<file path="config.mk">
export PLATFORM = sky130hd
export DESIGN_NAME = cdc_capture_deser
export DESIGN_NICKNAME = d
export VERILOG_FILES = /design/src/rtl/cdc_capture_deser.sv
export SDC_FILE = /design/constraint.sdc
export NUM_CORES = 1
export LEC_CHECK = 0
export BUFFER_PORTS_ARGS = -buffer_cell sky130_fd_sc_hd__buf_2
export CELL_PAD_IN_SITES_DETAIL_PLACEMENT = 2
export CELL_PAD_IN_SITES_GLOBAL_PLACEMENT = 2
export CORE_ASPECT_RATIO = 1.25
export CORE_MARGIN = 5
export CORE_UTILIZATION = 33
export DETAILED_ROUTE_END_ITERATION = 10
export PLACE_DENSITY = 0.8
export SLEW_MARGIN = 20
export SYNTH_ARGS = -nofsm -noshare
export SYNTH_HDL_FRONTEND = slang
export SYNTH_SLANG_ARGS = --single-unit
</file>
<file path="constraint.sdc">
create_clock -name clk -period 2.45 [get_ports clk]
set_input_delay 0.245 -clock clk [delete_from_list [all_inputs] [get_ports clk]]
set_output_delay 0.245 -clock clk [all_outputs]
set_load 0.05 [all_outputs]
</file>
<file path="src/rtl/cdc_capture_deser.sv">
// Resynchronizes a foreign-domain serial bit and deserializes it MSB-first into words on a valid/ready output.
// Optional edge counter on the synchronized bit is built when CDC_CAPTURE_DESER_EDGE_CNT_EN is defined.
module cdc_capture_deser #(
  parameter int unsigned WIDTH       = 8,
  parameter int unsigned SYNC_STAGES = 2,
  parameter int unsigned CNT_W       = 8
) (
  input  logic             clk,
  input  logic             rst,
  input  logic             din,
  input  logic             en,
  input  logic             out_ready,
  input  logic             clr_ovf,
  output logic [WIDTH-1:0] out_data,
  output logic             out_valid,
  output logic             overflow,
  output logic [CNT_W-1:0] edge_cnt
);

  localparam int unsigned BCW = (WIDTH > 2) ? $clog2(WIDTH) : 1;

  typedef enum logic {EMPTY = 1'b0, FULL = 1'b1} state_t;

  logic [SYNC_STAGES-1:0] sync;
  logic                   din_s;
  logic [WIDTH-2:0]       sreg;
  logic [BCW-1:0]         bit_cnt;
  logic [WIDTH-1:0]       word_c;
  logic                   complete_c;
  state_t                 state_q;
  state_t                 state_d;
  logic                   load_c;
  logic                   drop_c;

  assign din_s      = sync[SYNC_STAGES-1];
  assign word_c     = {sreg, din_s};
  assign complete_c = en && (bit_cnt == BCW'(WIDTH - 1));
  assign out_valid  = (state_q == FULL);

  // Synchronizer chain runs every cycle; only its first stage touches din.
  always_ff @(posedge clk) begin
    if (rst) sync <= '0;
    else     sync <= {sync[SYNC_STAGES-2:0], din};
  end

  // Shift register and bit counter; the counter wraps on completion so words abut.
  always_ff @(posedge clk) begin
    if (rst) begin
      sreg    <= '0;
      bit_cnt <= '0;
    end else if (en) begin
      sreg    <= word_c[WIDTH-2:0];
      bit_cnt <= complete_c ? '0 : bit_cnt + BCW'(1);
    end
  end

  always_ff @(posedge clk) begin
    if (rst) state_q <= EMPTY;
    else     state_q <= state_d;
  end

  // Holding buffer: a completion while FULL either replaces a consumed word or is dropped.
  always_comb begin
    state_d = state_q;
    load_c  = 1'b0;
    drop_c  = 1'b0;
    case (state_q)
      EMPTY: begin
        if (complete_c) begin
          load_c  = 1'b1;
          state_d = FULL;
        end
      end
      FULL: begin
        if (complete_c && out_ready)  load_c  = 1'b1;
        else if (complete_c)          drop_c  = 1'b1;
        else if (out_ready)           state_d = EMPTY;
      end
      default: state_d = EMPTY;
    endcase
  end

  always_ff @(posedge clk) begin
    if (rst) begin
      out_data <= '0;
      overflow <= 1'b0;
    end else begin
      if (load_c) out_data <= word_c;
      if (drop_c)       overflow <= 1'b1;
      else if (clr_ovf) overflow <= 1'b0;
    end
  end

`ifdef CDC_CAPTURE_DESER_EDGE_CNT_EN
  logic             din_s_q;
  logic [CNT_W-1:0] cnt_q;

  // Saturating transition count on the synchronized bit, independent of en.
  always_ff @(posedge clk) begin
    if (rst) begin
      din_s_q <= 1'b0;
      cnt_q   <= '0;
    end else begin
      din_s_q <= din_s;
      if ((din_s != din_s_q) && (cnt_q != {CNT_W{1'b1}})) cnt_q <= cnt_q + CNT_W'(1);
    end
  end

  assign edge_cnt = cnt_q;
`else
  assign edge_cnt = '0;
`endif

endmodule

</file>
==> flow_metrics.env, run 1 <==
export IMPL_power_frac_comb_pct=10.0
export IMPL_setup_violations_final=0
export IMPL_finalWirelength_um=1813
export IMPL_synth_cells=94
export IMPL_seq_area_um2=440.4
export IMPL_clk_pin_slew_ns=0.11
export IMPL_startpoint_type="flop"
export IMPL_htree_levels=1
export IMPL_min_to="sync[0]"
export IMPL_power_share_clock_pct=27.2
export IMPL_switching_share_pct=25.29
export IMPL_syn2layout_area_growth_pct=7.942
export IMPL_synthFlopType="dfxtp_1"
export IMPL_setup_tns_ns=0
export IMPL_numCtsBuffers=3
export IMPL_start_util_pct=33.57
export IMPL_ctsResizeCount=0
export IMPL_power_switching_w=0.0001473
export IMPL_drive_gt1_share_pct=19.81
export IMPL_dr_pass1_iters=2
export IMPL_postLayoutCellArea_um2=1037
export IMPL_clk_latency_ns=0.30
export IMPL_route_vias_total=622
export IMPL_hp_class="input pin to flop"
export IMPL_rows=22
export IMPL_crit_required_ns=2.68
export IMPL_clock_sinks=22
export IMPL_dp_hpwl_um=1377
export IMPL_fin_nets=116
export IMPL_port_buffers=15
export IMPL_rrSetupSlack_ns=1.05
export IMPL_ys_types=18
export IMPL_cts_root_buffer="clkbuf_4"
export IMPL_cts_tree="built"
export IMPL_core_um2=2863
export IMPL_async_reset_ff_share_pct=0
export IMPL_drv_slew=0
export IMPL_max_freq_mhz=711.8
export IMPL_ys_seq_elements=22
export IMPL_viasPerCell=4.380
export IMPL_gp_congestion=0.6345
export IMPL_holdBufCountCts=0
export IMPL_critPathKind="flop to flop"
export IMPL_min_period_over_period_pct=57.34
export IMPL_seqPwrFrac_pct=62.8
export IMPL_antenna_found_initial=0
export IMPL_hold_start="din"
export IMPL_fillers=339
export IMPL_min_path_cells=2
export IMPL_drc=0
export IMPL_ys_seq_area_share_pct=45.83
export IMPL_grt_max_degree=31
export IMPL_ir_worst_vdd_uv=321.0
export IMPL_drtAntennaViolNets=0
export IMPL_p_leak_nw=0.4426
export IMPL_p_int_w=0.0004352
export IMPL_outcome="finished clean"
export IMPL_drt_iter0_drc=10
export IMPL_fp_dieH_um=70.33
export IMPL_cp_end_kind="flop"
export IMPL_die_w_um=58.27
export IMPL_timing_rr_start="bit_cnt[0]"
export IMPL_placed_area_um2=1015
export IMPL_hold_violations=0
export IMPL_reg2regPathDepth=5
export IMPL_grt_first_pass_wirelength_um=3194
export IMPL_grt_use_total_pct=10.15
export IMPL_clock_path_buffers=2
export IMPL_worstPathMaxFanout=8
export IMPL_grt_pass1_vias=686
export IMPL_grt_overflow=0
export IMPL_total_power_w=0.0005826
export IMPL_io_pins=24
export IMPL_synth_edf_count=0
export IMPL_worstReg2RegEnd="out_data[2]"
export IMPL_power_per_cell_area_nw_per_um2=561.7
export IMPL_maxCapViolations=0
export IMPL_layout_min_cycle_time_ns=1.405
export IMPL_routedWlPerCell_um=12.77
export IMPL_clock_skew_ns=0.003963
export IMPL_fp_dieArea_um2=4098
export IMPL_syn_area_um2=960.9
export IMPL_rsz0062_at_grt="false"
export IMPL_multi_input_comb_area_um2=450.4
export IMPL_ys_warn_count=0
export IMPL_postCtsSetupBuffers=0
export IMPL_crit_arrival_ns=1.64
export IMPL_synth_area_per_cell_um2=10.22
export IMPL_insertedDiodeCount=0
[cells in the mapped netlist (all sizes together), types with 2 or more instances]
cell type  number  area (um^2)
dfxtp          22        440.4
mux2i          17        170.2
nand2b         17        106.4
nor2           13        65.06
buf            12        88.83
a21oi           2        10.01
ha              2        25.02
nor2b           2        12.51
[per-layer routing]
metal  track usage [%]  routed length (um)
met4             6.959                  53
met5                 0                   0
met3             1.664                  47
met1             11.17                 754
met2             17.14                 958
[cells by family (layout without fill, tap and decap cells)]
| group | Yosys count | in the layout | share of synthesized area [%] |
|---|---|---|---|
| compound gates | 3 | 3 | 1.953 |
| fa+ha+maj | 2 | 2 | 2.604 |
| buf+inv | 14 | 19 | 10.02 |
| flops | 22 | 22 | 45.83 |
| mux | 17 | 17 | 17.71 |
| other cells | 1 | 8 | 0.3903 |
| simple gates | 35 | 35 | 21.48 |
[state kept, by name, indices dropped and copies added (netlist names)]
| signal | flops |
|---|---|
| bit_cnt | 3 |
| sync | 2 |
| out_valid | 1 |
| overflow | 1 |
| out_data | 8 |
| sreg | 7 |
[critical path, stage by stage (launching register included)]
cell and delay, ns:
dfxtp_1 0.37, ha_1 0.16, ha_1 0.25, nand2_2 0.12
nor2_8 0.23, mux2i_1 0.21
[power groups by stage]
stage	Combinational, W	Sequential (W)	Clock [W]
2_1_floorplan	0.0000637	0.000373	0
3_3_place_gp	0.0000568	0.000374	0
3_5_place_dp	0.0000581	0.000374	0
4_1_cts	0.0000584	0.000366	0.000169
5_1_grt	0.0000632	0.000367	0.000182
6_report	0.0000581	0.000366	0.000158
[through the flow]
stage	setup WS (ns)	instances	utilization (%)	hold WS (ns)
after floorplan	1.228	101	-	0.3732
after global placement	1.105	139	35.45	0.4201
after detailed placement	1.046	139	35.45	0.4656
after CTS	1.019	142	36.23	0.1644
after global routing	0.8665	142	36.23	0.2056
final	1.045	142	36.23	0.1682
[cell usage in the layout (no fill, tap or decap), drive strengths merged, types with 2 or more instances in the layout]
| cell | netlist | final |
|---|---|---|
| buf | 12 | 15 |
| a21oi | 2 | 2 |
| nand2b | 17 | 17 |
| conb | 1 | 8 |
| nor2b | 2 | 2 |
| mux2i | 17 | 17 |
| clkbuf | 1 | 3 |
| dfxtp | 22 | 22 |
| nor2 | 13 | 13 |
| ha | 2 | 2 |
[how the worst max path moves through the flow]
stage,from,endpoint,slack (ns),depth (start not counted)
floorplan,bit_cnt[0],out_data[0],1.23,5
global placement,bit_cnt[0],out_data[5],1.11,5
detailed placement,bit_cnt[0],out_data[3],1.05,5
CTS,bit_cnt[0],out_data[5],1.02,5
global route,bit_cnt[0],out_data[3],0.87,5
finish,bit_cnt[0],out_data[2],1.05,5
[cell type report]
| type | count | share of cell area (%) |
|---|---|---|
| multi-input combinational | 65 | 43.43 |
| sequential | 22 | 42.46 |
| clock buffer | 3 | 2.171 |
| timing repair buffer | 15 | 7.238 |
| inverter | 1 | 0.3619 |
| tap | 36 | 4.343 |
Power figures use the tool's default switching activity.
==> run 2, diff against run 1 <==
CORE_UTILIZATION = 31   (was 33)
PLACE_DENSITY = 0.76   (was 0.8)
clock period = 1.46 ns   (was 2.45 ns; I/O delays follow)
==> run 2 against run 1 <==
Against the previous run: critical path type unchanged; count of clock-buffer cells in the layout did not move; wire length fell by 3.3%; highest routed layer unchanged; critical path depth did not move; global-route usage fell by 0.72 points; worst setup slack got worse by 0.87 ns; clock power rose by 68%; maximum frequency rose by 9.6%; die area rose by 5.4%; sequential power rose by 68%; largest power group unchanged; final cell count rose by 1.4%; power rose by 68%.
==> flow_metrics.env, run 2 (synthesized netlist as in run 1, its figures left out) <==
export IMPL_outcome="finished clean"
export IMPL_min_period_over_period_pct=87.82
export IMPL_layout_min_cycle_time_ns=1.282
export IMPL_drc=0
export IMPL_crit_top_cell="ha_1"
export IMPL_route_vias_total=648
export IMPL_path_depth=5
export IMPL_rows=22
export IMPL_ctsResizeCount=0
export IMPL_clock_skew_ns=0.006071
export IMPL_largest_register_ffs=8
export IMPL_drv_slew=0
export IMPL_die_w_um=59.80
export IMPL_maxCapViolations=0
export IMPL_cts_tree="built"
export IMPL_grt_first_pass_wirelength_um=3042
export IMPL_final_cell_mix="dfxtp_1 (22), mux2i_1 (17), nand2b_1 (17), buf_2 (15), nor2_1 (12)"
export IMPL_core_um2=2973
export IMPL_clk_pin_slew_ns=0.12
export IMPL_crit_required_ns=1.69
export IMPL_finalWirelength_um=1753
export IMPL_io_pins=24
export IMPL_path_delay_family="flip-flops"
export IMPL_hp_class="input pin to flop"
export IMPL_cp_slowest_cell="dfxtp_1"
export IMPL_startpoint_type="flop"
export IMPL_syn2layout_area_growth_pct=9.505
export IMPL_reg2regPathDepth=5
export IMPL_grt_overflow=0
export IMPL_drt_iter0_drc=3
export IMPL_fillers=356
export IMPL_gp_congestion=0.6590
export IMPL_regMostFlops="out_data"
export IMPL_preCtsSetupSlack_ns=0.1684
export IMPL_setup_violations_final=0
export IMPL_critPathKind="flop to flop"
export IMPL_port_buffers=15
export IMPL_dr_pass1_iters=2
export IMPL_fp_dieArea_um2=4320
export IMPL_hold_violations=0
export IMPL_min_path_cells=2
export IMPL_cpPeakStageDelay_ns=0.37
export IMPL_htree_levels=1
export IMPL_max_freq_mhz=779.9
export IMPL_worstPathMaxFanout=8
export IMPL_clk_latency_ns=0.30
export IMPL_viasPerCell=4.500
export IMPL_power_per_cell_area_nw_per_um2=931.0
export IMPL_clock_sinks=22
export IMPL_path_buf_inv=0
export IMPL_numCtsBuffers=3
export IMPL_fin_nets=118
export IMPL_reg_top3="out_data x8, sreg x7, bit_cnt x3"
export IMPL_clock_path_buffers=2
export IMPL_cp_end_kind="flop"
export IMPL_drtAntennaViolNets=0
export IMPL_fp_dieH_um=72.25
export IMPL_grt_max_degree=31
export IMPL_insertedDiodeCount=0
export IMPL_start_util_pct=32.32
export IMPL_routedWlPerCell_um=12.17
export IMPL_crit_arrival_ns=1.52
export IMPL_antenna_found_initial=0
export IMPL_grt_pass1_vias=674
export IMPL_cp_cell_sequence="ha_1 > ha_1 > nand2_2 > nor2_8 > mux2i_1"
export IMPL_holdBufCountCts=0
export IMPL_grt_use_total_pct=9.435
export IMPL_rsz0062_at_grt="false"
export IMPL_p_leak_nw=0.4529
export IMPL_ir_worst_vdd_uv=416.8
export IMPL_dp_hpwl_um=1323
export IMPL_postCtsSetupBuffers=0
export IMPL_drive_gt1_share_pct=21.30
export IMPL_cts_root_buffer="clkbuf_4"
export IMPL_worst_slack_ns=0.1778
export IMPL_layout_commonest_cell="dfxtp_1"
export IMPL_setup_tns_ns=0
==> run 2: power by group <==
part           switching [W]  internal [W]  total [W]
registers         0.00000497      0.000609   0.000614
clock network       0.000170     0.0000960   0.000266
logic              0.0000727     0.0000271  0.0000998
total               0.000247      0.000732   0.000980
==> run 2: worst paths after layout <==
kind,start,slack (ns),end
worst min register to register,sync[0],0.46,sync[1]
worst max-delay path,bit_cnt[0],0.18,out_data[1]
worst max register to register,bit_cnt[0],0.18,out_data[1]
worst min-delay path,din,0.07,sync[0]
==> run 2: worst register-to-register path, cell delays in order, from the launching register on <==
cell     delay, ns
dfxtp_1       0.37
ha_1          0.15
ha_1          0.17
nand2_2       0.10
nor2_8        0.22
mux2i_1       0.22
==> run 2: cell type report <==
type | instances | area (um^2) | share of cell area (%)
flip-flops and latches | 22 | 440.4 | 41.85
multi-input cells | 65 | 450.4 | 42.81
well taps | 36 | 45.04 | 4.281
clock buffers | 3 | 22.52 | 2.140
inverters | 1 | 3.754 | 0.3567
repair buffers | 17 | 90.09 | 8.561
==> run 2: metrics by stage <==
step	total power (W)	cell area, um^2	cells	hold slack (ns)	util [%]
2_1_floorplan	0.0007333	987.2	101	0.2742	-
3_3_place_gp	0.0007255	1030	141	0.3684	34.64
3_5_place_dp	0.0007281	1030	141	0.3876	34.64
4_1_cts	0.0009975	1052	144	0.06856	35.40
5_1_grt	0.001041	1052	144	0.07232	35.40
6_report	0.0009796	1052	144	0.07256	35.40
==> run 2: metal layers <==
layer	up-vias	share of wire [%]	wire, um	track usage [%]
met5	-	0	0	0
met4	0	1.4	25	4.433
met3	4	4.1	72	2.313
met2	14	47	831	14.66
met1	310	47	824	12.05
li1	320	-	-	-
==> run 3, diff against run 2 <==
CORE_UTILIZATION = 33   (was 31)
CTS_BUF_LIST = sky130_fd_sc_hd__clkbuf_8   (was default)
PLACE_DENSITY = 0.8   (was 0.76)
==> run 3 against run 2 <==
Against the previous run: global-route usage increased by 0.71 points; first-iteration DRC count rose to 2.7 times the previous value; clock power rose by 33%; combinational power is 1% lower; critical path depth unchanged; non-clock buffer count fell by 2; sequential cell count did not move; cell area up 1.5%; final cell count shrank 1.4%; worst setup slack got worse by 0.022 ns; count of clock-buffer cells in the layout is the same; maximum frequency fell by 1.7%.
==> flow_metrics.env, run 3 (synthesized netlist as in run 1, its figures left out) <==
export IMPL_clock_path_buffers=2
export IMPL_startpoint_type="flop"
export IMPL_reg_top3="out_data x8, sreg x7, bit_cnt x3"
export IMPL_p_leak_nw=0.4494
export IMPL_route_vias_total=617
export IMPL_grt_first_pass_wirelength_um=3187
export IMPL_rsz0062_at_grt="false"
export IMPL_min_period_over_period_pct=89.31
export IMPL_cp_end_kind="flop"
export IMPL_finalWirelength_um=1809
export IMPL_io_pins=24
export IMPL_cts_root_buffer="clkbuf_8"
export IMPL_worstReg2RegEnd="out_data[2]"
export IMPL_ir_worst_vdd_uv=509.8
export IMPL_max_freq_mhz=766.9
export IMPL_die_w_um=58.27
export IMPL_numCtsBuffers=3
export IMPL_largest_register_ffs=8
export IMPL_syn2layout_area_growth_pct=11.20
export IMPL_hp_class="input pin to flop"
export IMPL_start_util_pct=33.57
export IMPL_insertedDiodeCount=0
export IMPL_clock_sinks=22
export IMPL_crit_arrival_ns=1.49
export IMPL_min_path_cells=2
export IMPL_gp_congestion=0.6345
export IMPL_hold_start="din"
export IMPL_outcome="finished clean"
export IMPL_reg2regPathDepth=5
export IMPL_clk_pin_slew_ns=0.07
export IMPL_routedWlPerCell_um=12.74
export IMPL_power_per_cell_area_nw_per_um2=998.1
export IMPL_drc=0
export IMPL_grt_use_total_pct=10.15
export IMPL_rrSetupSlack_ns=0.16
export IMPL_fin_hold_ws_ns=0.1197
export IMPL_drt_iter0_drc=8
export IMPL_hold_violations=0
export IMPL_setup_tns_ns=0
export IMPL_crit_required_ns=1.64
export IMPL_drtAntennaViolNets=0
export IMPL_clk_latency_ns=0.25
export IMPL_cp_slowest_cell="dfxtp_1"
export IMPL_grt_overflow=0
export IMPL_cp_cell_sequence="ha_1 > ha_4 > nand2_2 > nor2_8 > mux2i_1"
export IMPL_layout_commonest_cell="dfxtp_1"
export IMPL_fp_dieH_um=70.33
export IMPL_viasPerCell=4.345
export IMPL_cpPeakStageDelay_ns=0.36
export IMPL_multi_input_comb_area_um2=462.9
export IMPL_total_power_w=0.001067
export IMPL_holdBufCountCts=0
export IMPL_drive_gt1_share_pct=20.75
export IMPL_regMostFlops="out_data"
export IMPL_antenna_found_initial=0
export IMPL_dr_pass1_iters=3
export IMPL_setup_violations_final=0
export IMPL_htree_levels=1
export IMPL_maxCapViolations=0
export IMPL_port_buffers=15
export IMPL_clock_skew_ns=0.001416
export IMPL_seq_area_um2=440.4
export IMPL_critPathKind="flop to flop"
export IMPL_fp_dieArea_um2=4098
export IMPL_min_to="sync[0]"
export IMPL_drv_slew=0
export IMPL_core_um2=2863
export IMPL_final_cell_mix="dfxtp_1 (22), mux2i_1 (17), nand2b_1 (17), buf_2 (15), nor2_1 (12)"
export IMPL_rows=22
export IMPL_cts_tree="built"
export IMPL_timing_rr_start="bit_cnt[0]"
export IMPL_worstPathMaxFanout=8
export IMPL_fillers=328
export IMPL_grt_max_degree=31
export IMPL_grt_pass1_vias=689
export IMPL_dp_hpwl_um=1375
export IMPL_layout_min_cycle_time_ns=1.304
export IMPL_fin_nets=116
## run 3: changes by cell type in the layout (fill, tap and decap cells not counted)
cell	previous run	this run
clkbuf_4	3	0
clkbuf_8	0	3
buf_4	2	0
ha_1	2	1
ha_4	0	1
## run 3: worst max-delay path by stage
| stage | start | to | slack (ns) |
|---|---|---|---|
| after floorplan | bit_cnt[0] | out_data[0] | 0.24 |
| after global placement | bit_cnt[0] | out_data[5] | 0.12 |
| after detailed placement | bit_cnt[0] | out_data[3] | 0.06 |
| after CTS | bit_cnt[0] | out_data[5] | 0.03 |
| after global routing | bit_cnt[0] | out_data[3] | 0.002 |
| final | bit_cnt[0] | out_data[2] | 0.16 |
## run 3: layout make-up
class / instances / share of cell area [%]
clock buffer: 3 / 3.864
inverter: 1 / 0.3513
multi-input combinational: 65 / 43.33
sequential: 22 / 41.22
tap: 36 / 4.215
timing repair buffer: 15 / 7.026
## run 3: timing repair
action,in CTS,in global routing
setup buffers,0,0
resized for setup,0,2
endpoints found under the setup margin,0,8
## run 3: through the flow
stage	std cells	setup WS [ns]	instance area [um^2]	util, %
after floorplan	101	0.2383	987.2	-
after global placement	139	0.1155	1015	35.45
after detailed placement	139	0.05575	1015	35.45
after CTS	142	0.03473	1056	36.89
after global routing	142	0.001752	1069	37.33
final	142	0.1561	1069	37.33
## run 3: power by group
| part | internal (W) | switching (W) |
|---|---|---|
| sequential | 0.000609 | 0.00000541 |
| clock | 0.000183 | 0.000171 |
| combinational | 0.0000259 | 0.0000726 |
## run 3: layer usage
metal | share of wire [%] | up-vias | global-route usage [%]
met3 | 2.7 | 2 | 2.218
met1 | 40 | 294 | 11.05
met2 | 56 | 9 | 17.64
met5 | 0 | - | 0
li1 | - | 312 | -
met4 | 1.3 | 0 | 5.412
## run 3: critical path, delay by kind of cell (launching register included)
kind | cells | cell delay (ns)
fa+ha+maj | 2 | 0.37
flops | 1 | 0.36
simple gates | 2 | 0.30
mux | 1 | 0.21
